## config.mk

```make
export PLATFORM = sky130hd
export DESIGN_NAME = cag_rgm_rfs_master_flat
export DESIGN_NICKNAME = d
export VERILOG_FILES = /design/src/rtl/cag_rgm_rfs_master_pkg.sv /design/src/rtl/cag_rgm_rfs_master_if.sv /design/src/rtl/cag_rgm_rfs_timeout_cnt.sv /design/src/rtl/cag_rgm_rfs_master.sv /design/src/flat_wrapper.sv
export SDC_FILE = /design/constraint.sdc
export NUM_CORES = 1
export LEC_CHECK = 0
export CAP_MARGIN = 20
export CELL_PAD_IN_SITES_DETAIL_PLACEMENT = 1
export CELL_PAD_IN_SITES_GLOBAL_PLACEMENT = 1
export CORE_MARGIN = 1.5
export CORE_UTILIZATION = 29
export DETAILED_ROUTE_END_ITERATION = 10
export HOLD_SLACK_MARGIN = 0.03
export PLACE_DENSITY_LB_ADDON = 0.1
export SETUP_SLACK_MARGIN = 0.1
export SLEW_MARGIN = 20
export SYNTH_ARGS = -nofsm -noshare
export SYNTH_HDL_FRONTEND = slang
export SYNTH_SLANG_ARGS = --single-unit
```

## constraint.sdc

```tcl
create_clock -name clk -period 4.5 [get_ports clk]
set_input_delay 0.675 -clock clk [delete_from_list [all_inputs] [get_ports clk]]
set_output_delay 0.675 -clock clk [all_outputs]
set_load 0.1 [all_outputs]
```

## src/rtl/cag_rgm_rfs_master_pkg.sv

```systemverilog
// Shared types for the command-to-register-file bridge.
// Holds the FSM state encoding and the response status codes.
package cag_rgm_rfs_master_pkg;

   typedef enum logic [1:0] {
      ST_IDLE  = 2'd0,
      ST_ISSUE = 2'd1,
      ST_WAIT  = 2'd2,
      ST_RESP  = 2'd3
   } state_e;

   typedef enum logic [1:0] {
      RSP_OK      = 2'b00,
      RSP_INVALID = 2'b01,
      RSP_TIMEOUT = 2'b10
   } rsp_status_e;

endpackage

```

## src/rtl/cag_rgm_rfs_master_if.sv

```systemverilog
// Command/response streams plus register-file slave bus.
// The master modport is the bridge; slave is everything around it.
interface cag_rgm_rfs_master_if #(
   parameter int ADDR_WIDTH       = 6,
   parameter int WRITE_DATA_WIDTH = 64,
   parameter int READ_DATA_WIDTH  = 64
);
   logic                        cmd_valid;
   logic                        cmd_ready;
   logic                        cmd_write;
   logic [ADDR_WIDTH-1:0]       cmd_addr;
   logic [WRITE_DATA_WIDTH-1:0] cmd_wdata;
   logic                        rsp_valid;
   logic                        rsp_ready;
   logic [READ_DATA_WIDTH-1:0]  rsp_rdata;
   logic [1:0]                  rsp_status;
   logic [ADDR_WIDTH-1:0]       address;
   logic                        wen;
   logic                        ren;
   logic [WRITE_DATA_WIDTH-1:0] write_data;
   logic [READ_DATA_WIDTH-1:0]  read_data;
   logic                        access_done;
   logic                        invalid_address;

   modport master (
      input  cmd_valid, cmd_write, cmd_addr, cmd_wdata,
      output cmd_ready,
      output rsp_valid, rsp_rdata, rsp_status,
      input  rsp_ready,
      output address, wen, ren, write_data,
      input  read_data, access_done, invalid_address
   );

   modport slave (
      output cmd_valid, cmd_write, cmd_addr, cmd_wdata,
      input  cmd_ready,
      input  rsp_valid, rsp_rdata, rsp_status,
      output rsp_ready,
      input  address, wen, ren, write_data,
      output read_data, access_done, invalid_address
   );
endinterface

```

## src/rtl/cag_rgm_rfs_timeout_cnt.sv

```systemverilog
// Saturating WAIT-cycle counter with clear/enable.
// expired flags the cycle in which the count reaches TIMEOUT_CYCLES.
module cag_rgm_rfs_timeout_cnt #(
   parameter int TIMEOUT_CYCLES = 1152
) (
   input  logic clk,
   input  logic res,
   input  logic clear,
   input  logic enable,
   output logic expired
);
   localparam int CW = $clog2(TIMEOUT_CYCLES + 1);
   localparam logic [CW-1:0] MAX = CW'(TIMEOUT_CYCLES);

   logic [CW-1:0] cnt_d;
   logic [CW-1:0] cnt_q;

   always_comb begin
      cnt_d = cnt_q;
      if (clear) begin
         cnt_d = '0;
      end else if (enable && (cnt_q != MAX)) begin
         cnt_d = cnt_q + 1'b1;
      end
   end

   assign expired = enable && !clear && (cnt_d == MAX);

   always_ff @(posedge clk or posedge res) begin
      if (res) begin
         cnt_q <= '0;
      end else begin
         cnt_q <= cnt_d;
      end
   end
endmodule

```

## src/rtl/cag_rgm_rfs_master.sv

```systemverilog
// Single-outstanding bridge from a cmd/rsp stream to the register file
// slave port, with bounded wait for access_done.
module cag_rgm_rfs_master
   import cag_rgm_rfs_master_pkg::*;
#(
   parameter int ADDR_WIDTH       = 6,
   parameter int WRITE_DATA_WIDTH = 64,
   parameter int READ_DATA_WIDTH  = 64,
   parameter int TIMEOUT_CYCLES   = 1152
) (
   input  logic                   clk,
   input  logic                   res,
   cag_rgm_rfs_master_if.master   bus,
   output logic                   busy,
   output logic                   stray_done
);
   localparam logic [1:0] IDLE  = 2'(ST_IDLE);
   localparam logic [1:0] ISSUE = 2'(ST_ISSUE);
   localparam logic [1:0] WAIT  = 2'(ST_WAIT);
   localparam logic [1:0] RESP  = 2'(ST_RESP);

   logic [1:0]                  state_d, state_q;
   logic                        write_d, write_q;
   logic [ADDR_WIDTH-1:0]       address_d, address_q;
   logic [WRITE_DATA_WIDTH-1:0] wdata_d, wdata_q;
   logic                        wen_d, wen_q;
   logic                        ren_d, ren_q;
   logic [READ_DATA_WIDTH-1:0]  rdata_d, rdata_q;
   logic [1:0]                  status_d, status_q;
   logic                        stray_d, stray_q;
   logic                        expired;

   cag_rgm_rfs_timeout_cnt #(
      .TIMEOUT_CYCLES(TIMEOUT_CYCLES)
   ) u_tmo (
      .clk    (clk),
      .res    (res),
      .clear  (state_q == ISSUE),
      .enable (state_q == WAIT),
      .expired(expired)
   );

   always_comb begin
      state_d   = state_q;
      write_d   = write_q;
      address_d = address_q;
      wdata_d   = wdata_q;
      wen_d     = 1'b0;
      ren_d     = 1'b0;
      rdata_d   = rdata_q;
      status_d  = status_q;
      stray_d   = bus.access_done && (state_q != WAIT);
      unique case (state_q)
         IDLE: begin
            if (bus.cmd_valid) begin
               address_d = bus.cmd_addr;
               write_d   = bus.cmd_write;
               if (bus.cmd_write) wdata_d = bus.cmd_wdata;
               wen_d     = bus.cmd_write;
               ren_d     = !bus.cmd_write;
               state_d   = ISSUE;
            end
         end
         ISSUE: state_d = WAIT;
         WAIT: begin
            // completion beats a timeout landing in the same cycle
            if (bus.access_done) begin
               status_d = bus.invalid_address ? RSP_INVALID : RSP_OK;
               rdata_d  = (!write_q && !bus.invalid_address)
                        ? bus.read_data : '0;
               state_d  = RESP;
            end else if (expired) begin
               status_d = RSP_TIMEOUT;
               rdata_d  = '0;
               state_d  = RESP;
            end
         end
         RESP: begin
            if (bus.rsp_ready) state_d = IDLE;
         end
         default: state_d = IDLE;
      endcase
   end

   always_ff @(posedge clk or posedge res) begin
      if (res) begin
         state_q   <= IDLE;
         write_q   <= 1'b0;
         address_q <= '0;
         wdata_q   <= '0;
         wen_q     <= 1'b0;
         ren_q     <= 1'b0;
         rdata_q   <= '0;
         status_q  <= RSP_OK;
         stray_q   <= 1'b0;
      end else begin
         state_q   <= state_d;
         write_q   <= write_d;
         address_q <= address_d;
         wdata_q   <= wdata_d;
         wen_q     <= wen_d;
         ren_q     <= ren_d;
         rdata_q   <= rdata_d;
         status_q  <= status_d;
         stray_q   <= stray_d;
      end
   end

   assign bus.cmd_ready  = (state_q == IDLE) && !res;
   assign bus.rsp_valid  = (state_q == RESP);
   assign bus.rsp_rdata  = rdata_q;
   assign bus.rsp_status = status_q;
   assign bus.address    = address_q;
   assign bus.write_data = wdata_q;
   assign bus.wen        = wen_q;
   assign bus.ren        = ren_q;
   assign busy           = (state_q != IDLE);
   assign stray_done     = stray_q;
endmodule
```

## src/flat_wrapper.sv

```systemverilog
// flat-port wrapper written by rule: the top's interface ports become plain ports
module cag_rgm_rfs_master_flat import cag_rgm_rfs_master_pkg::*;
#(
   parameter int ADDR_WIDTH       = 6,
   parameter int WRITE_DATA_WIDTH = 64,
   parameter int READ_DATA_WIDTH  = 64,
   parameter int TIMEOUT_CYCLES   = 1152
)
  (clk, res, busy, stray_done, bus_cmd_valid, bus_cmd_write, bus_cmd_addr, bus_cmd_wdata, bus_cmd_ready, bus_rsp_valid, bus_rsp_rdata, bus_rsp_status, bus_rsp_ready, bus_address, bus_wen, bus_ren, bus_write_data, bus_read_data, bus_access_done, bus_invalid_address);
  cag_rgm_rfs_master_if #(.ADDR_WIDTH(ADDR_WIDTH), .WRITE_DATA_WIDTH(WRITE_DATA_WIDTH), .READ_DATA_WIDTH(READ_DATA_WIDTH)) bus_i ();
  input  logic clk;
  input  logic res;
  output logic busy;
  output logic stray_done;
  input wire logic [$bits(bus_i.cmd_valid)-1:0] bus_cmd_valid;
  input wire logic [$bits(bus_i.cmd_write)-1:0] bus_cmd_write;
  input wire logic [$bits(bus_i.cmd_addr)-1:0] bus_cmd_addr;
  input wire logic [$bits(bus_i.cmd_wdata)-1:0] bus_cmd_wdata;
  output wire logic [$bits(bus_i.cmd_ready)-1:0] bus_cmd_ready;
  output wire logic [$bits(bus_i.rsp_valid)-1:0] bus_rsp_valid;
  output wire logic [$bits(bus_i.rsp_rdata)-1:0] bus_rsp_rdata;
  output wire logic [$bits(bus_i.rsp_status)-1:0] bus_rsp_status;
  input wire logic [$bits(bus_i.rsp_ready)-1:0] bus_rsp_ready;
  output wire logic [$bits(bus_i.address)-1:0] bus_address;
  output wire logic [$bits(bus_i.wen)-1:0] bus_wen;
  output wire logic [$bits(bus_i.ren)-1:0] bus_ren;
  output wire logic [$bits(bus_i.write_data)-1:0] bus_write_data;
  input wire logic [$bits(bus_i.read_data)-1:0] bus_read_data;
  input wire logic [$bits(bus_i.access_done)-1:0] bus_access_done;
  input wire logic [$bits(bus_i.invalid_address)-1:0] bus_invalid_address;
  assign bus_i.cmd_valid = bus_cmd_valid;
  assign bus_i.cmd_write = bus_cmd_write;
  assign bus_i.cmd_addr = bus_cmd_addr;
  assign bus_i.cmd_wdata = bus_cmd_wdata;
  assign bus_cmd_ready = bus_i.cmd_ready;
  assign bus_rsp_valid = bus_i.rsp_valid;
  assign bus_rsp_rdata = bus_i.rsp_rdata;
  assign bus_rsp_status = bus_i.rsp_status;
  assign bus_i.rsp_ready = bus_rsp_ready;
  assign bus_address = bus_i.address;
  assign bus_wen = bus_i.wen;
  assign bus_ren = bus_i.ren;
  assign bus_write_data = bus_i.write_data;
  assign bus_i.read_data = bus_read_data;
  assign bus_i.access_done = bus_access_done;
  assign bus_i.invalid_address = bus_invalid_address;
  cag_rgm_rfs_master #(.ADDR_WIDTH(ADDR_WIDTH), .WRITE_DATA_WIDTH(WRITE_DATA_WIDTH), .READ_DATA_WIDTH(READ_DATA_WIDTH), .TIMEOUT_CYCLES(TIMEOUT_CYCLES)) u_core (.clk(clk), .res(res), .bus(bus_i), .busy(busy), .stray_done(stray_done));
endmodule
```

==> out/results.txt, run 1 <==
Sequential-to-total area share from yosys stat - 57.5%
CTS Buf Count - 17
Pre-antenna DRT Iters - 4
Via count - 5040
Syn Nets - 695
Synthesized cell area - 6660 um2
Syn Area/Cell - 12.2 um2
Number of distinct library cells after synthesis - 46
Setup CP Type - register to primary output
Root buffer cell - clkbuf_16
CP required - 3.83 ns
Ports - 283
GP Congestion - 0.756
Layout cell share with drive strength beyond 1 - 14.6%
Clock buffer depth - 2
# Max-Cap Violations - 0
DRC viols - 0
Wire per inst - 17.4 um
Post-synth EDFFs - 0
Area growth from synthesis to layout - 54.8%
Core Region - 22600 um2
Global route overflow - 0
Synth top area share - 57.5%
Relative slew slack - 29.1%
DR iter-0 viols - 145
Clk slew on worst S/H paths - 0.07 ns
Vias in the first global route - 5671
Ys async rst share - 100%
Initial antenna violation count - 1
Vias/cell - 4.47
Core Rows - 55
Commonest cells post-synth - 153 x dfrtp_1, 76 x inv_1, 72 x nand2_1
Post-CTS setup buffer count - 0
Hold buffer count at CTS - 0
Unrepaired setup endpoints after global routing - false
Most common cell in the netlist - dfrtp_1
CP Capture Type - primary output
Max Slew Vio Count - 0
Synth warnings - 0
Initial Util - 29.5%
Gr usage total - 17.0%
Routed WL - 19600 um
Synth Flop Type - dfrtp_1
Worst Max-Slew Pin Slew - 1.06 ns
Port bufs - 282
Largest net degree at the start of global routing - 71
Setup TNS - 0 ns
Sink Count - 153
Min Tclk post-route - 3.25 ns
Min-Delay Path Class - register to register
PostCTS Resize Cnt - 0
Die width - 155 um
Final setup fails - 0
Critical Path Start Type - register
DP HPWL - 14500 um
CTS tree - done
Synth area leaders - dfrtp_1 57%, mux2_2 12%, mux2i_1 9.9%, inv_1 4.3%, nand2_1 4.1%
Synth area leader - dfrtp_1
Global-route wire length before repair - 31200 um
Die Y - 155 um
Period utilisation layout - 72.3%
Clock skew - 0.0102 ns
Die area - 23900 um2
Critical path arrival - 2.58 ns
Outcome - completed
H-tree depth - 4
Cell count after synthesis - 548
CP max FO - 4
NumNets Final - 976
Number of synthesized register bits - 153
DRT antenna net count - 0
Final hold viol count - 0
Worst skew pair latency - 0.43 ns
Fmax - 307 MHz
==> flip-flops by register name, summed over array words and instances, names as in the netlist <==
signal / count
u_core.bus.rsp_rdata: 64
u_core.bus.write_data: 64
u_core.u_tmo.cnt_q: 11
u_core.bus.address: 6
u_core.bus.rsp_status: 2
u_core.state_q: 2
u_core.bus.ren: 1
u_core.bus.wen: 1
u_core.stray_done: 1
u_core.write_q: 1
==> kinds of logic (layout without fill, tap and decap cells) <==
| logic type | Yosys count | count (layout) | synth area share, % |
|---|---|---|---|
| multiplexers | 136 | 136 | 21.8 |
| flip-flops | 153 | 153 | 57.5 |
| buffers and inverters | 103 | 397 | 7.59 |
| AND/OR/NAND/NOR | 123 | 123 | 8.83 |
| adder cells (fa/ha/maj) | 6 | 6 | 1.13 |
| XOR/XNOR | 6 | 6 | 0.789 |
| AO/OA/AOI/OAI | 21 | 21 | 2.44 |
| other | 0 | 1 | 0 |
==> worst paths after layout <==
path                                                        from                                     to  slack, ns  depth (start not counted)
setup / recovery                   u_core.state_q[0]$_DFFE_PP0P_                          bus_cmd_ready       1.25                          5
hold / removal             u_core.bus.write_data[19]$_DFFE_PP0P_  u_core.bus.write_data[19]$_DFFE_PP0P_       0.51                          1
setup reg to reg                   u_core.state_q[0]$_DFFE_PP0P_   u_core.bus.rsp_rdata[12]$_DFFE_PP0P_       1.38                          9
hold reg to reg            u_core.bus.write_data[19]$_DFFE_PP0P_  u_core.bus.write_data[19]$_DFFE_PP0P_       0.51                          1
max in group asynchronous                                    res   u_core.bus.rsp_rdata[51]$_DFFE_PP0P_       2.99                          3
min in group asynchronous                                    res   u_core.bus.write_data[3]$_DFFE_PP0P_       0.67                          2
==> metal layers <==
layer | wire, um | share of wire (%) | up-vias | global-route usage, %
met4 | 402 | 2.0 | 0 | 6.14
met2 | 9530 | 49 | 190 | 28.4
met3 | 1550 | 7.9 | 24 | 6.08
met1 | 8150 | 42 | 2472 | 20.1
met5 | 0 | 0 | - | 0
li1 | - | - | 2354 | -
==> worst max-delay path, cell delays in order (launching register included) <==
cell and delay [ns]:
dfrtp_1 0.42, inv_1 0.13, ha_1 0.24, inv_1 0.10
nor2_1 0.12, clkdlybuf4s50_1 1.14
==> through the flow <==
stage / hold slack (ns) / utilization (%) / setup WS [ns] / area, um2 / instances
2_1_floorplan: 0.475 / - / 1.34 / 6670 / 548
4_1_cts: 0.511 / 45.7 / 1.21 / 10300 / 1127
3_3_place_gp: 0.490 / 43.0 / 1.40 / 9720 / 1095
5_1_grt: 0.527 / 45.7 / 1.10 / 10300 / 1128
3_5_place_dp: 0.496 / 43.0 / 1.40 / 9720 / 1095
6_report: 0.507 / 45.7 / 1.25 / 10300 / 1128
==> layout by cell type (no fill, tap or decap), types with 14 or more instances in the layout <==
master / n
nor2_1: 14
inv_1: 75
nand2_1: 72
clkbuf_16: 17
mux2_2: 70
dfrtp_1: 153
clkdlybuf4s50_1: 282
mux2i_1: 66
==> layout make-up <==
| type | count | area [um2] |
|---|---|---|
| clock inverter | 14 | 153 |
| timing repair buffer | 289 | 2900 |
| antenna | 1 | 2.50 |
| tap | 285 | 357 |
| fill | 2400 | 12300 |
| inverter | 76 | 289 |
| multi-input combinational | 292 | 2340 |
| clock buffer | 18 | 439 |
| sequential | 153 | 3830 |
Power of run 1 is left out: the tool's default activity adds up to more than one toggle a clock period on the data nets, which glitch-free logic cannot reach.
==> inputs of run 2 (changes only) <==
Settings changed: CORE_UTILIZATION 29 to 33.
Clock period 4.5 ns to 3.3 ns, I/O delays scaled along.
==> out/results.txt, run 2 (synthesized netlist as in run 1, its figures left out) <==
Outcome - completed
Die width - 145 um (-6.1%)
Unrepaired setup endpoints after global routing - false
Setup CP Type - register to register
Most frequent cells in the layout - 249 x clkdlybuf4s50_1, 153 x dfrtp_1, 75 x inv_1, 72 x nand2_1, 70 x mux2_2
Layout cell share with drive strength beyond 1 - 18.3% (+3.7 points)
Clock buffer depth - 2 (unchanged)
Critical path arrival - 3.25 ns (+0.67 ns)
Worst Max-Slew Pin Slew - 1.02 ns (-0.0376 ns)
Worst skew pair latency - 0.43 ns (about the same)
Pre-antenna DRT Iters - 4 (unchanged)
Core Region - 19700 um2 (-13%)
DP Cell Count - 1078 (-1.6%)
CP Capture Type - register
Relative slew slack - 31.6% (+2.5 points)
Clock skew - 0.00983 ns (-0.000336 ns)
Initial antenna violation count - 2 (+1)
CTS Buf Count - 17 (unchanged)
Top cell by count, worst path - mux2i_1
Sequential Area - 3830 um2 (unchanged)
Max Slew Vio Count - 0 (unchanged)
Fmax - 340 MHz
Final setup fails - 0 (unchanged)
Global route overflow - 0 (unchanged)
PostCTS Resize Cnt - 0 (unchanged)
Final hold viol count - 0 (unchanged)
Critical Path Start Type - register
Setup ws final - 0.360 ns (-0.888 ns)
Root buffer cell - clkbuf_16
Vias in the first global route - 5789 (+2.1%)
Vias/cell - 4.63 (+3.6%)
DRC viols - 0 (unchanged)
Most common cell after layout, fill and taps aside - clkdlybuf4s50_1
Via count - 5149 (+2.2%)
Ports - 283 (unchanged)
Port bufs - 282 (unchanged)
Multi-input gate area - 2340 um2 (unchanged)
H-tree depth - 4 (unchanged)
Die area - 21000 um2 (-12%)
Critical Path Slowest Stage Cell - or4b_4
Gr usage total - 20.1% (+3.1 points)
Wire per inst - 18.4 um (+5.8%)
CP max FO - 24 (+20)
CP required - 3.61 ns (-0.22 ns)
Final non-filler cell total - 1112 (-1.4%)
Setup TNS - 0 ns (unchanged)
DP HPWL - 15200 um (+4.6%)
Crit path buf inv count - 1 (-2)
Die Y - 145 um (-6.1%)
Clk slew on worst S/H paths - 0.07 ns (about the same)
Filler cell count - 2103 (-12%)
Area growth from synthesis to layout - 54.7% (about the same)
Slowest Stage Delay on Critical Path - 0.59 ns (-0.55 ns)
NumNets Final - 979 (+0.31%)
DR iter-0 viols - 139 (-4.1%)
DRT antenna net count - 0 (unchanged)
Sink Count - 153 (unchanged)
Min Tclk post-route - 2.94 ns
GP Congestion - 0.772 (+2.1%)
CTS tree - done
Period utilisation layout - 89.1%
Routed WL - 20500 um (+4.3%)
Worst path top cell family by delay - simple AND/OR/NAND/NOR gates
Core Util, Final - 52.4% (+6.8 points)
Global-route wire length before repair - 32400 um (+3.8%)
Pre-CTS setup slack - 0.389 ns (-1.01 ns)
Reg2Reg Setup Slack - 0.36 ns (-1.02 ns)
CP cell instances - or4b_4, o31ai_2, mux2i_1, nand4_1, o21ai_4, buf_12, mux2i_1
Largest net degree at the start of global routing - 99 (+39%)
Min-Delay Path Class - register to register
Initial Util - 33.9% (+4.4 points)
# Max-Cap Violations - 0 (unchanged)
Hold buffer count at CTS - 0 (unchanged)
Core Rows - 51 (-7.3%)
Post-CTS setup buffer count - 0 (unchanged)
## run 2: worst reg2reg max path: stages, from the launching register on
cell and delay [ns]:
dfrtp_1 0.42, or4b_4 0.59, o31ai_2 0.28, mux2i_1 0.37
nand4_1 0.24, o21ai_4 0.37, buf_12 0.26, mux2i_1 0.32
## run 2: final timing paths
path	depth (start not counted)	from	endpoint
setup / recovery	7	u_core.u_tmo.cnt_q[2]$_DFF_PP0_	u_core.bus.rsp_rdata[23]$_DFFE_PP0P_
hold reg to reg	1	u_core.bus.write_data[6]$_DFFE_PP0P_	u_core.bus.write_data[6]$_DFFE_PP0P_
min in group asynchronous	3	res	u_core.bus.write_data[63]$_DFFE_PP0P_
max in group asynchronous	3	res	u_core.bus.rsp_rdata[1]$_DFFE_PP0P_
hold / removal	1	u_core.bus.write_data[6]$_DFFE_PP0P_	u_core.bus.write_data[6]$_DFFE_PP0P_
setup reg to reg	7	u_core.u_tmo.cnt_q[2]$_DFF_PP0_	u_core.bus.rsp_rdata[23]$_DFFE_PP0P_
## run 2: metrics by stage
stage	hold WS, ns	cell area (um2)
CTS	0.511	10300
finish	0.509	10300
detailed placement	0.494	9660
global route	0.527	10300
global placement	0.488	9660
floorplan	0.475	6670
## run 2: layout make-up
type / instances / share of cell area (%)
Antenna cell: 2 / 0.0486
Clock buffer: 22 / 4.41
Clock inverter: 10 / 1.87
Inverter: 76 / 2.80
Multi-Input combinational cell: 292 / 22.7
Sequential cell: 153 / 37.1
Tap cell: 265 / 3.22
Timing Repair Buffer: 292 / 27.8
## run 2: layer usage
metal	wire, um	part of all wire (%)	vias up	GRT usage, %
met5	0	0	-	0
met2	10300	50	213	34.7
li1	-	-	2360	-
met3	1700	8.3	29	7.45
met4	588	2.9	0	8.98
met1	7880	38	2547	22.1
Power of run 2 is left out for the same reason.
==> inputs of run 3 (changes only) <==
--- a/config.mk
+++ b/config.mk
@@ -13,4 +13,5 @@
 export DETAILED_ROUTE_END_ITERATION = 10
 export HOLD_SLACK_MARGIN = 0.03
+export MAX_ROUTING_LAYER = met4
 export PLACE_DENSITY_LB_ADDON = 0.1
 export SETUP_SLACK_MARGIN = 0.1
==> constraint.sdc (replaced) <==
create_clock -name clk -period 3.3 [get_ports clk]
set_input_delay 0.495 -clock clk [delete_from_list [all_inputs] [get_ports clk]]
set_output_delay 0.495 -clock clk [all_outputs]
set_load 0.02 [all_outputs]
==> out/results.txt, run 3 (synthesized netlist as in run 1, its figures left out) <==
Outcome - completed
Layout cell share with drive strength beyond 1 - 14.4% (-4.0 points)
DR iter-0 viols - 107 (-23%)
GP Congestion - 0.828 (+7.3%)
Core Rows - 51 (unchanged)
Filler cell count - 2085 (-0.86%)
Sink Count - 153 (unchanged)
Root buffer cell - clkbuf_16
Top layer in use - met4
Clk slew on worst S/H paths - 0.06 ns (about the same)
Setup CP Type - register to register
Pre-antenna DRT Iters - 4 (unchanged)
DRC viols - 0 (unchanged)
Gr usage total - 20.2% (+0.11 points)
Core Region - 19700 um2 (unchanged)
Worst Max-Slew Pin Slew - 0.733 ns (-0.290 ns)
R2R cell count - 9 (+2)
Period utilisation layout - 82.9% (-6.2 points)
DRT antenna net count - 0 (unchanged)
CP required - 3.63 ns (+0.02 ns)
Worst skew pair latency - 0.41 ns (-0.02 ns)
Clock skew - 0.00677 ns (-0.00306 ns)
Largest net degree at the start of global routing - 64 (-35%)
H-tree depth - 4 (unchanged)
Die width - 145 um (unchanged)
Initial antenna violation count - 2 (unchanged)
Most frequent cells in the layout - 282 x clkdlybuf4s50_1, 153 x dfrtp_1, 75 x inv_1, 72 x nand2_1, 70 x mux2_2
Post-CTS setup buffer count - 0 (unchanged)
Hold slack - 0.507 ns (-0.00129 ns)
DP HPWL - 15000 um (-1.1%)
Final hold viol count - 0 (unchanged)
Vias in the first global route - 5861 (+1.2%)
Wire per inst - 18.1 um (-1.8%)
Most common cell after layout, fill and taps aside - clkdlybuf4s50_1
Hold buffer count at CTS - 0 (unchanged)
NumNets Final - 977 (-0.20%)
Fmax - 366 MHz (+7.5%)
Setup TNS - 0 ns (unchanged)
CP Capture Type - register
Final setup fails - 0 (unchanged)
Ports - 283 (unchanged)
RR Startpoint - u_core.state_q[1]$_DFFE_PP0P_
Highest ir drop seen on vdd - 0.435 mV
Reg2Reg Setup Slack - 0.57 ns (+0.21 ns)
Via count - 5115 (-0.66%)
Worst Hold Endpoint - u_core.bus.write_data[25]$_DFFE_PP0P_
Critical path arrival - 3.06 ns (-0.19 ns)
Die area - 21000 um2 (unchanged)
Port bufs - 282 (unchanged)
Leak Pwr - 0.00429 uW
Critical Path Start Type - register
Met3 WL - 1460 um (-14%)
Area growth from synthesis to layout - 55.3%
CTS Buf Count - 17 (unchanged)
Global-route wire length before repair - 32000 um (-1.2%)
Die Y - 145 um (unchanged)
Hold path depth - 1 (unchanged)
Pwr/cell area - 931 nW/um2
Min Tclk post-route - 2.73 ns (-0.205 ns)
Met1 WL - 8390 um (+6.4%)
# Max-Cap Violations - 0 (unchanged)
Min-Delay Path Class - register to register
Relative slew slack - 51.0% (+19 points)
PostCTS Resize Cnt - 0 (unchanged)
Worst reg2reg path endpoint - u_core.bus.rsp_rdata[39]$_DFFE_PP0P_
CTS tree - done
WL met2 - 9920 um (-3.8%)
Unrepaired setup endpoints after global routing - false
Vias/cell - 4.61 (-0.39%)
Initial Util - 33.9% (unchanged)
Global route overflow - 0 (unchanged)
Hold path startpoint - u_core.bus.write_data[25]$_DFFE_PP0P_
CP max FO - 35 (+46%)
Routed WL - 20100 um (-2.1%)
Max Slew Vio Count - 0 (unchanged)
Clock buffer depth - 2 (unchanged)
[run 3: changes by cell type in the layout (fill, tap and decap cells not counted), sizes merged]
cell / previous run / this run
bufinv: 5 / 3
buf: 43 / 8
inv: 75 / 77
clkdlybuf4s50: 249 / 282
clkbuf: 22 / 21
[run 3: worst max-delay path, cell delays in order (launching register included)]
cell and delay (ns):
dfrtp_1 0.44, inv_1 0.10, ha_1 0.47, or3b_2 0.22, o21ba_1 0.18, nor3_4 0.24, o2111ai_2 0.20, o21ai_4 0.23
buf_12 0.28, mux2i_1 0.25
[run 3: power by group]
group / switching (uW) / internal (uW)
registers: 463 / 2680
clock network: 779 / 1230
logic: 2240 / 2230
total: 3480 / 6150
[run 3: metrics by stage]
step | power [uW] | std cells | instance area (um2) | utilization, % | setup WS (ns)
CTS | 9770 | 1107 | 10300 | 52.6 | 0.551
global route | 10200 | 1109 | 10300 | 52.6 | 0.351
floorplan | 5440 | 548 | 6670 | - | 0.874
global placement | 7540 | 1076 | 9740 | 49.5 | 0.718
detailed placement | 7690 | 1076 | 9740 | 49.5 | 0.567
finish | 9630 | 1109 | 10300 | 52.6 | 0.565
[run 3: final cells by class]
| cell class | count | area (um2) | area share, % |
|---|---|---|---|
| repair buffers | 290 | 2950 | 28.5 |
| multi-input cells | 292 | 2340 | 22.6 |
| diodes | 2 | 5.00 | 0.0484 |
| well taps | 265 | 332 | 3.21 |
| clock buffers | 21 | 460 | 4.45 |
| inverters | 76 | 289 | 2.79 |
| flip-flops and latches | 153 | 3830 | 37.0 |
| clock inverters | 10 | 143 | 1.38 |
[run 3: worst max path at each step]
| stage | slack (ns) | startpoint | endpoint |
|---|---|---|---|
| 2_1_floorplan | 0.87 | res | u_core.bus.address[0]$_DFFE_PP0P_ |
| 3_3_place_gp | 0.72 | u_core.u_tmo.cnt_q[2]$_DFF_PP0_ | u_core.bus.rsp_rdata[26]$_DFFE_PP0P_ |
| 3_5_place_dp | 0.57 | u_core.state_q[1]$_DFFE_PP0P_ | u_core.bus.rsp_rdata[17]$_DFFE_PP0P_ |
| 4_1_cts | 0.55 | u_core.state_q[1]$_DFFE_PP0P_ | u_core.bus.rsp_rdata[17]$_DFFE_PP0P_ |
| 5_1_grt | 0.35 | u_core.state_q[1]$_DFFE_PP0P_ | u_core.bus.rsp_rdata[17]$_DFFE_PP0P_ |
| 6_report | 0.57 | u_core.state_q[1]$_DFFE_PP0P_ | u_core.bus.rsp_rdata[39]$_DFFE_PP0P_ |
[run 3: metal layers]
| layer | vias to the layer above | global-route usage (%) |
|---|---|---|
| li1 | 2349 | - |
| met1 | 2552 | 23.1 |
| met2 | 194 | 33.9 |
| met3 | 20 | 6.16 |
| met4 | 0 | 6.53 |
| met5 | - | - |
No activity file was read; power rests on OpenSTA's default activity.
